### src/rtl/leaf_user_bridge_if.sv
// Handshake bundle of leaf_user_bridge: leaf-side links, kernel Input_*/Output_* ports and run control.
// slave is the bridge's view; master is the environment's (leaf, kernel and page top).
interface leaf_user_bridge_if #(
  parameter int PAYLOAD_BITS  = 32,
  parameter int NUM_IN_PORTS  = 3,
  parameter int NUM_OUT_PORTS = 3
);
  logic [NUM_IN_PORTS*PAYLOAD_BITS-1:0]  dout_leaf_interface2user;
  logic [NUM_IN_PORTS-1:0]               vld_interface2user;
  logic [NUM_IN_PORTS-1:0]               ack_user2interface;
  logic [NUM_OUT_PORTS*PAYLOAD_BITS-1:0] din_leaf_user2interface;
  logic [NUM_OUT_PORTS-1:0]              vld_user2interface;
  logic [NUM_OUT_PORTS-1:0]              ack_interface2user;
  logic [NUM_IN_PORTS*PAYLOAD_BITS-1:0]  user_in_data;
  logic [NUM_IN_PORTS-1:0]               user_in_vld;
  logic [NUM_IN_PORTS-1:0]               user_in_ack;
  logic [NUM_OUT_PORTS*PAYLOAD_BITS-1:0] user_out_data;
  logic [NUM_OUT_PORTS-1:0]              user_out_vld;
  logic [NUM_OUT_PORTS-1:0]              user_out_ack;
  logic                                  ap_start;
  logic                                  ap_done;
  logic                                  user_ap_start;
  logic                                  user_ap_ready;
  logic                                  user_ap_done;

  modport slave (
    input  dout_leaf_interface2user, vld_interface2user,
    output ack_user2interface,
    output din_leaf_user2interface, vld_user2interface,
    input  ack_interface2user,
    output user_in_data, user_in_vld,
    input  user_in_ack,
    input  user_out_data, user_out_vld,
    output user_out_ack,
    input  ap_start,
    output ap_done,
    output user_ap_start,
    input  user_ap_ready, user_ap_done
  );

  modport master (
    output dout_leaf_interface2user, vld_interface2user,
    input  ack_user2interface,
    input  din_leaf_user2interface, vld_user2interface,
    output ack_interface2user,
    input  user_in_data, user_in_vld,
    output user_in_ack,
    output user_out_data, user_out_vld,
    input  user_out_ack,
    output ap_start,
    input  ap_done,
    input  user_ap_start,
    output user_ap_ready, user_ap_done
  );
endinterface

### src/rtl/leaf_user_bridge.sv
// Generic N-in/M-out bridge between a BFT leaf and an HLS kernel: one FWFT FIFO per channel plus
// ap_start/ap_done sequencing. Define LEAF_BRIDGE_STATS_EN to add per-channel transfer counters.
module leaf_user_bridge #(
  parameter int PAYLOAD_BITS  = 32,
  parameter int NUM_IN_PORTS  = 3,
  parameter int NUM_OUT_PORTS = 3,
  parameter int FIFO_DEPTH    = 4
) (
  input  logic              clk,
  input  logic              reset_n,
  leaf_user_bridge_if.slave bus
`ifdef LEAF_BRIDGE_STATS_EN
  ,
  output logic [(NUM_IN_PORTS+NUM_OUT_PORTS)*16-1:0] stat_words
`endif
);
  localparam int PTR_W = $clog2(FIFO_DEPTH);
  localparam int CNT_W = PTR_W + 1;
  localparam logic [CNT_W-1:0] FULL_CNT = CNT_W'(FIFO_DEPTH);

  logic [NUM_IN_PORTS-1:0]               in_push, in_pop, in_full, in_empty;
  logic [NUM_OUT_PORTS-1:0]              out_push, out_pop, out_full, out_empty;
  logic [NUM_IN_PORTS*PAYLOAD_BITS-1:0]  in_head;
  logic [NUM_OUT_PORTS*PAYLOAD_BITS-1:0] out_head;

  genvar gi;

  // Leaf -> kernel FIFOs; flags come only from the registered count so ack never loops through the kernel
  generate
    for (gi = 0; gi < NUM_IN_PORTS; gi++) begin : g_in
      logic [PAYLOAD_BITS-1:0] mem [FIFO_DEPTH];
      logic [PTR_W-1:0]        wr_ptr_reg, rd_ptr_reg;
      logic [CNT_W-1:0]        count_reg;

      assign in_full[gi]  = (count_reg == FULL_CNT);
      assign in_empty[gi] = (count_reg == '0);
      assign in_push[gi]  = bus.vld_interface2user[gi] & ~in_full[gi];
      assign in_pop[gi]   = bus.user_in_ack[gi] & ~in_empty[gi];

      always_ff @(posedge clk or negedge reset_n) begin
        if (!reset_n) begin
          wr_ptr_reg <= '0;
          rd_ptr_reg <= '0;
          count_reg  <= '0;
        end else begin
          if (in_push[gi]) wr_ptr_reg <= wr_ptr_reg + 1'b1;
          if (in_pop[gi])  rd_ptr_reg <= rd_ptr_reg + 1'b1;
          case ({in_push[gi], in_pop[gi]})
            2'b10:   count_reg <= count_reg + 1'b1;
            2'b01:   count_reg <= count_reg - 1'b1;
            default: count_reg <= count_reg;
          endcase
        end
      end

      always_ff @(posedge clk) begin
        if (in_push[gi]) mem[wr_ptr_reg] <= bus.dout_leaf_interface2user[gi*PAYLOAD_BITS +: PAYLOAD_BITS];
      end

      assign in_head[gi*PAYLOAD_BITS +: PAYLOAD_BITS] = in_empty[gi] ? '0 : mem[rd_ptr_reg];
    end

    for (gi = 0; gi < NUM_OUT_PORTS; gi++) begin : g_out
      logic [PAYLOAD_BITS-1:0] mem [FIFO_DEPTH];
      logic [PTR_W-1:0]        wr_ptr_reg, rd_ptr_reg;
      logic [CNT_W-1:0]        count_reg;

      assign out_full[gi]  = (count_reg == FULL_CNT);
      assign out_empty[gi] = (count_reg == '0);
      assign out_push[gi]  = bus.user_out_vld[gi] & ~out_full[gi];
      assign out_pop[gi]   = bus.ack_interface2user[gi] & ~out_empty[gi];

      always_ff @(posedge clk or negedge reset_n) begin
        if (!reset_n) begin
          wr_ptr_reg <= '0;
          rd_ptr_reg <= '0;
          count_reg  <= '0;
        end else begin
          if (out_push[gi]) wr_ptr_reg <= wr_ptr_reg + 1'b1;
          if (out_pop[gi])  rd_ptr_reg <= rd_ptr_reg + 1'b1;
          case ({out_push[gi], out_pop[gi]})
            2'b10:   count_reg <= count_reg + 1'b1;
            2'b01:   count_reg <= count_reg - 1'b1;
            default: count_reg <= count_reg;
          endcase
        end
      end

      always_ff @(posedge clk) begin
        if (out_push[gi]) mem[wr_ptr_reg] <= bus.user_out_data[gi*PAYLOAD_BITS +: PAYLOAD_BITS];
      end

      assign out_head[gi*PAYLOAD_BITS +: PAYLOAD_BITS] = out_empty[gi] ? '0 : mem[rd_ptr_reg];
    end
  endgenerate

  assign bus.ack_user2interface      = ~in_full;
  assign bus.user_in_vld             = ~in_empty;
  assign bus.user_in_data            = in_head;
  assign bus.user_out_ack            = ~out_full;
  assign bus.vld_user2interface      = ~out_empty;
  assign bus.din_leaf_user2interface = out_head;

  typedef enum logic [1:0] {S_IDLE, S_START, S_RUN, S_DRAIN} state_t;

  state_t state_reg, state_next;
  logic   kernel_start, run_done, outs_empty;

  assign outs_empty = &out_empty;

  always_ff @(posedge clk or negedge reset_n) begin
    if (!reset_n) state_reg <= S_IDLE;
    else          state_reg <= state_next;
  end

  // Completion is held back until every output word has been taken by the leaf
  always_comb begin
    state_next   = state_reg;
    kernel_start = 1'b0;
    run_done     = 1'b0;
    case (state_reg)
      S_IDLE: begin
        if (bus.ap_start) state_next = S_START;
      end
      S_START: begin
        kernel_start = 1'b1;
        if (bus.user_ap_ready) state_next = bus.user_ap_done ? S_DRAIN : S_RUN;
      end
      S_RUN: begin
        if (bus.user_ap_done) state_next = S_DRAIN;
      end
      S_DRAIN: begin
        if (outs_empty) begin
          run_done   = 1'b1;
          state_next = S_IDLE;
        end
      end
      default: state_next = S_IDLE;
    endcase
  end

  assign bus.user_ap_start = kernel_start;
  assign bus.ap_done       = run_done;

`ifdef LEAF_BRIDGE_STATS_EN
  localparam int NUM_CH = NUM_IN_PORTS + NUM_OUT_PORTS;

  logic [NUM_CH-1:0] stat_xfer;
  logic              stats_clear;

  // Counts leaf-side transfers: inputs as accepted from the leaf, outputs as delivered to it
  assign stat_xfer   = {out_pop, in_push};
  assign stats_clear = (state_reg == S_IDLE) && bus.ap_start;

  generate
    for (gi = 0; gi < NUM_CH; gi++) begin : g_stat
      logic [15:0] cnt_reg;

      always_ff @(posedge clk or negedge reset_n) begin
        if (!reset_n)                               cnt_reg <= '0;
        else if (stats_clear)                       cnt_reg <= '0;
        else if (stat_xfer[gi] && (cnt_reg != '1))  cnt_reg <= cnt_reg + 1'b1;
      end

      assign stat_words[gi*16 +: 16] = cnt_reg;
    end
  endgenerate
`endif
endmodule

### src/flat_wrapper.sv
// flat-port wrapper written by rule: the top's interface ports become plain ports
module leaf_user_bridge_flat 
#(
  parameter int PAYLOAD_BITS  = 32,
  parameter int NUM_IN_PORTS  = 3,
  parameter int NUM_OUT_PORTS = 3,
  parameter int FIFO_DEPTH    = 4
)
  (clk, reset_n, bus_dout_leaf_interface2user, bus_vld_interface2user, bus_ack_user2interface, bus_din_leaf_user2interface, bus_vld_user2interface, bus_ack_interface2user, bus_user_in_data, bus_user_in_vld, bus_user_in_ack, bus_user_out_data, bus_user_out_vld, bus_user_out_ack, bus_ap_start, bus_ap_done, bus_user_ap_start, bus_user_ap_ready, bus_user_ap_done);
  leaf_user_bridge_if #(.PAYLOAD_BITS(PAYLOAD_BITS), .NUM_IN_PORTS(NUM_IN_PORTS), .NUM_OUT_PORTS(NUM_OUT_PORTS)) bus_i ();
  input  logic clk;
  input  logic reset_n;
  input wire logic [$bits(bus_i.dout_leaf_interface2user)-1:0] bus_dout_leaf_interface2user;
  input wire logic [$bits(bus_i.vld_interface2user)-1:0] bus_vld_interface2user;
  output wire logic [$bits(bus_i.ack_user2interface)-1:0] bus_ack_user2interface;
  output wire logic [$bits(bus_i.din_leaf_user2interface)-1:0] bus_din_leaf_user2interface;
  output wire logic [$bits(bus_i.vld_user2interface)-1:0] bus_vld_user2interface;
  input wire logic [$bits(bus_i.ack_interface2user)-1:0] bus_ack_interface2user;
  output wire logic [$bits(bus_i.user_in_data)-1:0] bus_user_in_data;
  output wire logic [$bits(bus_i.user_in_vld)-1:0] bus_user_in_vld;
  input wire logic [$bits(bus_i.user_in_ack)-1:0] bus_user_in_ack;
  input wire logic [$bits(bus_i.user_out_data)-1:0] bus_user_out_data;
  input wire logic [$bits(bus_i.user_out_vld)-1:0] bus_user_out_vld;
  output wire logic [$bits(bus_i.user_out_ack)-1:0] bus_user_out_ack;
  input wire logic [$bits(bus_i.ap_start)-1:0] bus_ap_start;
  output wire logic [$bits(bus_i.ap_done)-1:0] bus_ap_done;
  output wire logic [$bits(bus_i.user_ap_start)-1:0] bus_user_ap_start;
  input wire logic [$bits(bus_i.user_ap_ready)-1:0] bus_user_ap_ready;
  input wire logic [$bits(bus_i.user_ap_done)-1:0] bus_user_ap_done;
  assign bus_i.dout_leaf_interface2user = bus_dout_leaf_interface2user;
  assign bus_i.vld_interface2user = bus_vld_interface2user;
  assign bus_ack_user2interface = bus_i.ack_user2interface;
  assign bus_din_leaf_user2interface = bus_i.din_leaf_user2interface;
  assign bus_vld_user2interface = bus_i.vld_user2interface;
  assign bus_i.ack_interface2user = bus_ack_interface2user;
  assign bus_user_in_data = bus_i.user_in_data;
  assign bus_user_in_vld = bus_i.user_in_vld;
  assign bus_i.user_in_ack = bus_user_in_ack;
  assign bus_i.user_out_data = bus_user_out_data;
  assign bus_i.user_out_vld = bus_user_out_vld;
  assign bus_user_out_ack = bus_i.user_out_ack;
  assign bus_i.ap_start = bus_ap_start;
  assign bus_ap_done = bus_i.ap_done;
  assign bus_user_ap_start = bus_i.user_ap_start;
  assign bus_i.user_ap_ready = bus_user_ap_ready;
  assign bus_i.user_ap_done = bus_user_ap_done;
  leaf_user_bridge #(.PAYLOAD_BITS(PAYLOAD_BITS), .NUM_IN_PORTS(NUM_IN_PORTS), .NUM_OUT_PORTS(NUM_OUT_PORTS), .FIFO_DEPTH(FIFO_DEPTH)) u_core (.clk(clk), .reset_n(reset_n), .bus(bus_i));
endmodule
### config.mk
export PLATFORM = sky130hd
export DESIGN_NAME = leaf_user_bridge_flat
export DESIGN_NICKNAME = d
export VERILOG_FILES = /design/src/rtl/leaf_user_bridge_if.sv /design/src/rtl/leaf_user_bridge.sv /design/src/flat_wrapper.sv
export SDC_FILE = /design/constraint.sdc
export NUM_CORES = 1
export LEC_CHECK = 0
export ABC_CLOCK_PERIOD_IN_PS = 4400
export BUFFER_PORTS_ARGS = -buffer_cell sky130_fd_sc_hd__buf_2
export CAP_MARGIN = 15
export CORE_ASPECT_RATIO = 2
export CORE_MARGIN = 2
export CORE_UTILIZATION = 40
export CTS_CLUSTER_DIAMETER = 80
export DETAILED_ROUTE_END_ITERATION = 8
export GPL_TIMING_DRIVEN = 0
export PLACE_DENSITY = 0.58
export SLEW_MARGIN = 20
export SYNTH_ARGS = -nofsm -noshare
export SYNTH_HDL_FRONTEND = slang
export SYNTH_SLANG_ARGS = --single-unit
### constraint.sdc
create_clock -name clk -period 4.4 [get_ports clk]
set_clock_uncertainty 0.15 [all_clocks]
set_input_delay 0 -clock clk [delete_from_list [all_inputs] [get_ports clk]]
set_output_delay 0 -clock clk [all_outputs]
set_load 0.005 [all_outputs]
==> metrics.md, run 1 <==
| Metric | Value |
|---|---|
| Clk slew on worst S/H paths | `0.07 ns` |
| Drc violations | `0` |
| Maxcap violations | `0` |
| Share of layout cells above drive strength 1 | `0.3231` |
| Worst-skew pair later-pin latency | `0.66 ns` |
| Fillers | `6258` |
| Hold WC Path Type | `input pin to register` |
| Synthesized Nets | `1715` |
| Final TNS setup | `0 ns` |
| Initial DRT Pass Iterations | `5` |
| FMAX | `334.0 MHz` |
| Post-synth top area cell | `edfxtp_1` |
| Hold Fails Final Rpt | `0` |
| Synth top area share | `0.7317` |
| Critical Path RT | `4.77 ns` |
| Sequential-to-total area share from yosys stat | `0.7667` |
| P_leak | `0.01505 uW` |
| CTS Sinks | `812` |
| Status | `completed` |
| Internal Power | `18660 uW` |
| Total length of routed wires | `70180 um` |
| Worst-Margin Slew | `0.8278 ns` |
| Largest net degree at the start of global routing | `45` |
| # IOs | `415` |
| CP max FO | `8` |
| Vias in the first global route | `19169` |
| RSZ-0062 raised after global routing | `no` |
| Final Instance Area | `42020 sq um` |
| Port-buffer cells | `414` |
| CTS tree | `done` |
| Post-DR wirelength/cell | `20.17 um` |
| Die area | `81190 sq um` |
| CTS buffer count | `75` |
| PwrDens | `631.1 nW/um^2` |
| Synth Warn # | `0` |
| Slew HR | `0.4481` |
| DP Area | `35440 sq um` |
| Period utilisation layout | `0.6805` |
| Critical Path Source Type | `register` |
| H-tree levels | `3` |
| Post-route antenna net violation count | `0` |
| Largest registers | `u_core.g_in.mem x384, u_core.g_out.mem x384` |
| Total setup buffers inserted after CTS | `0` |
| Post-synth ARST share | `0.05419` |
| Num rows | `145` |
| Avg Cell Area, Syn | `21.50 sq um` |
| Fin crit period | `2.994 ns` |
| Multi-input combinational cell area | `6943 sq um` |
| GRT overflow | `0` |
| Post-Syn Area | `31520 sq um` |
| Final Power | `26520 uW` |
| Synth Register Bits | `812` |
| Clk network pwr share | `0.250` |
| Die Height | `401.0 um` |
| Critical path class | `register to register` |
| Gr usage total | `0.1754` |
| Final GP Congestion | `0.7195` |
| Initial Util | `0.4040` |
| Hpwl dp | `46890 um` |
| Post-Synthesis Cells | `1466` |
| Primary FF master, synth | `edfxtp_1` |
| Fin. max-slew vios | `0` |
| Sw frac | `0.2962` |
| Initial antenna violation count | `6` |
| Core area | `78010 sq um` |
| Post-synth top cells | `768 x edfxtp_1, 204 x and2_1, 192 x mux4_2` |
| WP data arrival | `3.37 ns` |
| Final setup fails | `0` |
| Clock Tree Root | `clkbuf_16` |
| Setup WS post-layout | `1.406 ns` |
| Worst vdd ir | `0.4562 mV` |
| Vias post-DR | `16903` |
| Die width | `202.5 um` |
| Reg-to-reg setup timing slack | `1.41 ns` |
| Setup crit end kind | `register` |
| Drt initial violations | `836` |
| FF/Latch Area | `24160 sq um` |
| Vias per cell | `4.859` |
| Combinational power share | `0.348` |
| Final design utilization | `0.5387` |
| First-pass GRT wire length | `109000 um` |
| Seq pwr share | `0.402` |
| Area Growth Syn to Fin | `33.34%` |
| P_sw | `7856 uW` |
| Post-synth EDFFs | `768` |
| Post-synth cell types | `23` |
| Pre-CTS setup slack | `1.720 ns` |
| Synth area leaders | `edfxtp_1 73%, mux4_2 14%, and2_1 4.0%, dfrtp_1 3.5%, ha_1 1.3%` |
| Max Buffers Root-to-Sink | `3` |
| Net count reported at finish | `2633` |
| Count leader, synth | `edfxtp_1` |
[final timing paths]
kind                                                           from                                        end  depth (start not counted)
max                        u_core.g_out[1].count_reg[1]$_DFFE_PN0P_            u_core.state_reg[1]$_DFFE_PN0P_                          6
min                                bus_dout_leaf_interface2user[49]        u_core.g_in[1].mem[3][17]$_DFFE_PP_                          2
max reg2reg                u_core.g_out[1].count_reg[1]$_DFFE_PN0P_            u_core.state_reg[1]$_DFFE_PN0P_                          6
min reg2reg                 u_core.g_in[2].count_reg[2]$_DFFE_PN0P_    u_core.g_in[2].count_reg[2]$_DFFE_PN0P_                          1
max in group asynchronous                                   reset_n  u_core.g_out[2].rd_ptr_reg[0]$_DFFE_PN0P_                          4
min in group asynchronous                                   reset_n   u_core.g_in[0].wr_ptr_reg[1]$_DFFE_PN0P_                          4
[cell families (layout without fill, tap and decap cells)]
| group | count (synthesis) | in the layout | share of synthesized area |
|---|---|---|---|
| AOI/OAI and AO/OA | 6 | 6 | 0.001231 |
| muxes | 203 | 203 | 0.1411 |
| adders and majority gates | 40 | 40 | 0.01731 |
| xor gates and xnor gates | 36 | 36 | 0.01000 |
| DFF | 812 | 812 | 0.7667 |
| other | 0 | 5 | 0 |
| buffers and inverters | 111 | 1090 | 0.01397 |
| and+or+nand+nor | 258 | 258 | 0.04970 |
[cell usage in the layout, fill, tap and decap left out, types with 2 or more instances in the layout]
| cell | n |
|---|---|
| and2_1 | 204 |
| and3_2 | 24 |
| buf_12 | 17 |
| buf_16 | 8 |
| buf_2 | 432 |
| bufinv_16 | 9 |
| clkbuf_1 | 69 |
| clkbuf_16 | 77 |
| clkbuf_8 | 2 |
| clkinv_1 | 10 |
| clkinv_2 | 9 |
| clkinv_4 | 2 |
| clkinv_8 | 2 |
| clkinvlp_4 | 4 |
| dfrtp_1 | 44 |
| diode_2 | 5 |
| dlygate4sd3_1 | 402 |
| edfxtp_1 | 768 |
| fa_1 | 6 |
| ha_1 | 34 |
| inv_1 | 42 |
| inv_6 | 2 |
| mux2_2 | 6 |
| mux2i_1 | 4 |
| mux4_2 | 192 |
| nand2_1 | 9 |
| nand3_1 | 6 |
| nor2_1 | 7 |
| o21ai_0 | 3 |
| or3_1 | 7 |
| xnor2_1 | 18 |
| xor2_1 | 18 |
[power groups by stage]
stage | Combinational (uW) | Clock [uW] | Sequential (uW)
final | 9220 | 6640 | 10700
after CTS | 9480 | 6850 | 10700
after global placement | 8680 | 0 | 10800
after global routing | 10100 | 7110 | 10800
after floorplan | 5370 | 0 | 10700
after detailed placement | 9120 | 0 | 10800
[stage by stage]
step                hold WS [ns]  cells
floorplan                -0.4456   1466
global placement         0.05792   2909
detailed placement      -0.04192   2933
CTS                      0.02013   3474
global route             0.04586   3477
finish                   0.04027   3479
[metal layers]
layer,routed length (um),share of wire,GRT usage,up-vias
met1,26390,0.38,0.1946,8690
met5,40,0.00057,0,-
li1,-,-,-,7661
met3,5105,0.073,0.04827,70
met2,37340,0.53,0.3210,476
met4,1307,0.019,0.05852,6
[layout make-up]
class / instances / share of cell area
inverters: 42 / 0.003752
plain buffers: 69 / 0.006729
multi-input cells: 543 / 0.1652
clock buffers: 98 / 0.04820
flip-flops and latches: 812 / 0.5750
diodes: 5 / 0.0002977
repair buffers: 841 / 0.1585
clock inverters: 40 / 0.01170
well taps: 1029 / 0.03064
[repair_timing]
item                                     CTS  global route
hold buffers                             403             0
endpoints found under the setup margin     0             0
resized for setup                          0             0
hold endpoints to repair                1421             0
[worst max-delay path, cell delays in order (launching register included)]
cell and delay [ns]:
dfrtp_1 0.40, or3_1 0.37, clkbuf_1 0.25, or3_1 0.47
a221o_1 0.34, dlygate4sd3_1 0.59, mux2_4 0.30
No activity file was read; power rests on OpenSTA's default activity.
==> run 2: changes to the inputs <==
--- a/config.mk
+++ b/config.mk
@@ -5,7 +5,7 @@
 export SDC_FILE = /design/constraint.sdc
 export NUM_CORES = 1
 export LEC_CHECK = 0
-export ABC_CLOCK_PERIOD_IN_PS = 4400
+export ABC_CLOCK_PERIOD_IN_PS = 3000
 export BUFFER_PORTS_ARGS = -buffer_cell sky130_fd_sc_hd__buf_2
 export CAP_MARGIN = 15
 export CORE_ASPECT_RATIO = 2
==> constraint.sdc (replaced) <==
create_clock -name clk -period 3 [get_ports clk]
set_clock_uncertainty 0.15 [all_clocks]
set_input_delay 0 -clock clk [delete_from_list [all_inputs] [get_ports clk]]
set_output_delay 0 -clock clk [all_outputs]
set_load 0.005 [all_outputs]
==> run 2 against run 1 <==
Critical path depth is 1 lower; critical endpoint is now bus_din_leaf_user2interface[38]; critical path type is now register to output pin; largest cell class unchanged; first-iteration DRC count is 0.24% higher; combinational power is 46% higher.
==> metrics.md, run 2 (synthesis results as in run 1) <==
| Metric | Value |
|---|---|
| Status | `completed (unchanged)` |
| Num rows | `145 (unchanged)` |
| Area Growth Syn to Fin | `33.39% (was 33.34%)` |
| Total length of routed wires | `70290 um (was 70180 um)` |
| Setup crit end kind | `output pin (was register)` |
| Vias in the first global route | `19173 (was 19169)` |
| Clk network pwr share | `0.250 (about the same)` |
| WP data arrival | `2.68 ns (was 3.37 ns)` |
| FF/Latch Area | `24160 sq um (unchanged)` |
| Seq pwr share | `0.402 (about the same)` |
| Worst path depth | `5 (was 6)` |
| Max Buffers Root-to-Sink | `3 (unchanged)` |
| Sw frac | `0.2963 (was 0.2962)` |
| Fillers | `6253 (was 6258)` |
| Drc violations | `0 (unchanged)` |
| H-tree levels | `3 (unchanged)` |
| Critical Path Source Type | `register (unchanged)` |
| CTS tree | `done (unchanged)` |
| Post-route antenna net violation count | `0 (unchanged)` |
| Initial DRT Pass Iterations | `4 (was 5)` |
| Commonest non-fill, non-tap cell in the layout | `edfxtp_1 (unchanged)` |
| Hold Fails Final Rpt | `0 (unchanged)` |
| Drt initial violations | `838 (was 836)` |
| Crit path from | `u_core.g_out[1].rd_ptr_reg[0]$_DFFE_PN0P_ (was u_core.g_out[1].count_reg[1]$_DFFE_PN0P_)` |
| Slew HR | `0.4967 (was 0.4481)` |
| Total setup buffers inserted after CTS | `0 (unchanged)` |
| Clock Tree Root | `clkbuf_16 (unchanged)` |
| Initial Util | `0.4040 (unchanged)` |
| Initial antenna violation count | `6 (unchanged)` |
| Most frequent cells in the layout | `768 x edfxtp_1, 423 x buf_2, 402 x dlygate4sd3_1 (was 768 x edfxtp_1, 432 x buf_2, 402 x dlygate4sd3_1)` |
| Die area | `81190 sq um (unchanged)` |
| Critical Path RT | `2.85 ns (was 4.77 ns)` |
| CTS buffer count | `75 (unchanged)` |
| P_leak | `0.01506 uW (was 0.01505 uW)` |
| Die Height | `401.0 um (unchanged)` |
| Largest net degree at the start of global routing | `45 (unchanged)` |
| Core area | `78010 sq um (unchanged)` |
| # IOs | `415 (unchanged)` |
| CP max FO | `10 (was 8)` |
| R2R Path End | `u_core.state_reg[0]$_DFFE_PN0P_ (was u_core.state_reg[1]$_DFFE_PN0P_)` |
| GRT overflow | `0 (unchanged)` |
| Crit path to | `bus_din_leaf_user2interface[38] (was u_core.state_reg[1]$_DFFE_PN0P_)` |
| Worst vdd ir | `0.6683 mV (was 0.4562 mV)` |
| Critical path class | `register to output pin (was register to register)` |
| Final Instance Area | `42040 sq um (was 42020 sq um)` |
| P_sw | `11530 uW (was 7856 uW)` |
| Worst-path cell chain | `clkbuf_1 -> clkbuf_4 -> mux4_2 -> and2_1 -> buf_2 (was or3_1 -> clkbuf_1 -> or3_1 -> a221o_1 -> dlygate4sd3_1 -> mux2_4)` |
| Largest registers | `u_core.g_in.mem x384, u_core.g_out.mem x384 (unchanged)` |
| Fin crit period | `2.831 ns` |
| RSZ-0062 raised after global routing | `yes (was no)` |
| Final design utilization | `0.5389 (was 0.5387)` |
| Post-DR wirelength/cell | `20.22 um (was 20.17 um)` |
| Final GP Congestion | `0.7195 (unchanged)` |
| Reg-to-reg setup timing slack | `0.17 ns (was 1.41 ns)` |
| Multi-input combinational cell area | `6943 sq um (unchanged)` |
| CTS Sinks | `812 (unchanged)` |
| Hpwl dp | `46890 um (unchanged)` |
| Clk slew on worst S/H paths | `0.06 ns (was 0.07 ns)` |
| Combinational power share | `0.347 (was 0.348)` |
| Worst-skew pair later-pin latency | `0.66 ns (about the same)` |
| Die width | `202.5 um (unchanged)` |
| First-pass GRT wire length | `109000 um (about the same)` |
| Family with the most delay on the worst path | `buffers and inverters (was simple AND/OR/NAND/NOR gates)` |
| Maxcap violations | `0 (unchanged)` |
| Share of layout cells above drive strength 1 | `0.3232 (was 0.3231)` |
| Hold WC Path Type | `input pin to register (unchanged)` |
| Net count reported at finish | `2632 (was 2633)` |
| Final setup fails | `0 (unchanged)` |
| Worst-Margin Slew | `0.7549 ns (was 0.8278 ns)` |
| Period utilisation layout | `0.9436` |
| Port-buffer cells | `414 (unchanged)` |
| Fin. max-slew vios | `0 (unchanged)` |
| Internal Power | `27390 uW (was 18660 uW)` |
| DP Area | `35440 sq um (unchanged)` |
| Vias per cell | `4.873 (was 4.859)` |
| Worst r2r src | `u_core.g_out[1].count_reg[1]$_DFFE_PN0P_ (unchanged)` |
| Gr usage total | `0.1754 (about the same)` |
| FMAX | `353.3 MHz` |
| WP buf/inv | `3 (was 2)` |
| Vias post-DR | `16944 (was 16903)` |
| PwrDens | `925.8 nW/um^2 (was 631.1 nW/um^2)` |
| Crit-path max cell delay | `0.55 ns (was 0.59 ns)` |
| Reg2Reg Depth | `6 (unchanged)` |
| CP max-delay cell | `mux4_2 (was dlygate4sd3_1)` |
==> run 2: cell count changes in the layout (fill, tap and decap cells not counted), sizes merged <==
cell,before,now
buf,458,452
diode,5,4
clkbuf,148,153
==> run 2: worst min-delay path by stage <==
stage	start	endpoint	slack [ns]	cells after the start
5_1_grt	bus_dout_leaf_interface2user[49]	u_core.g_in[1].mem[1][17]$_DFFE_PP_	0.05	2
3_5_place_dp	reset_n	u_core.g_in[0].count_reg[1]$_DFFE_PN0P_	-0.04	1
6_report	bus_dout_leaf_interface2user[49]	u_core.g_in[1].mem[3][17]$_DFFE_PP_	0.04	2
2_1_floorplan	reset_n	u_core.g_in[0].count_reg[0]$_DFFE_PN0P_	-0.45	0
4_1_cts	bus_dout_leaf_interface2user[49]	u_core.g_in[1].mem[3][17]$_DFFE_PP_	0.02	2
3_3_place_gp	bus_user_out_data[35]	u_core.g_out[1].mem[0][3]$_DFFE_PP_	0.06	1
==> run 2: timing repair <==
item,in CTS,in global routing
hold buffers,403,0
hold endpoints to repair,1421,0
endpoints found under the setup margin,24,38
pin swaps,0,0
gates resized for setup,3,6
==> run 2: area by class of cell <==
type / count / area share
inverters: 42 / 0.003750
clock inverters: 40 / 0.01170
flip-flops and latches: 812 / 0.5748
clock buffers: 98 / 0.04819
diodes: 4 / 0.0002381
plain buffers: 68 / 0.007173
well taps: 1029 / 0.03063
multi-input cells: 543 / 0.1652
repair buffers: 841 / 0.1584
==> run 2: per-stage QoR <==
stage	TNS (ns)	power, uW	hold WS, ns	worst slack (ns)	cells
2_1_floorplan	0	23580	-0.4456	0.8547	1466
3_3_place_gp	0	28580	0.05792	0.2496	2909
3_5_place_dp	0	29270	-0.04192	0.3199	2933
4_1_cts	0	39610	0.02013	0.03553	3473
5_1_grt	-0.02255	41120	0.04586	-0.007639	3476
6_report	0	38920	0.03927	0.1693	3477
==> run 2: power groups by stage <==
stage | clock, uW | sequential, uW | combinational (uW)
floorplan | 0 | 15700 | 7870
global placement | 0 | 15900 | 12700
detailed placement | 0 | 15900 | 13400
CTS | 10100 | 15700 | 13900
global route | 10400 | 15900 | 14800
finish | 9740 | 15700 | 13500
==> run 2: metal layers <==
metal,vias to the layer above,GRT usage,share of wire
li1,7660,-,-
met1,8725,0.1949,0.38
met2,480,0.3205,0.53
met3,73,0.04827,0.073
met4,6,0.05891,0.019
met5,-,0,0.00057
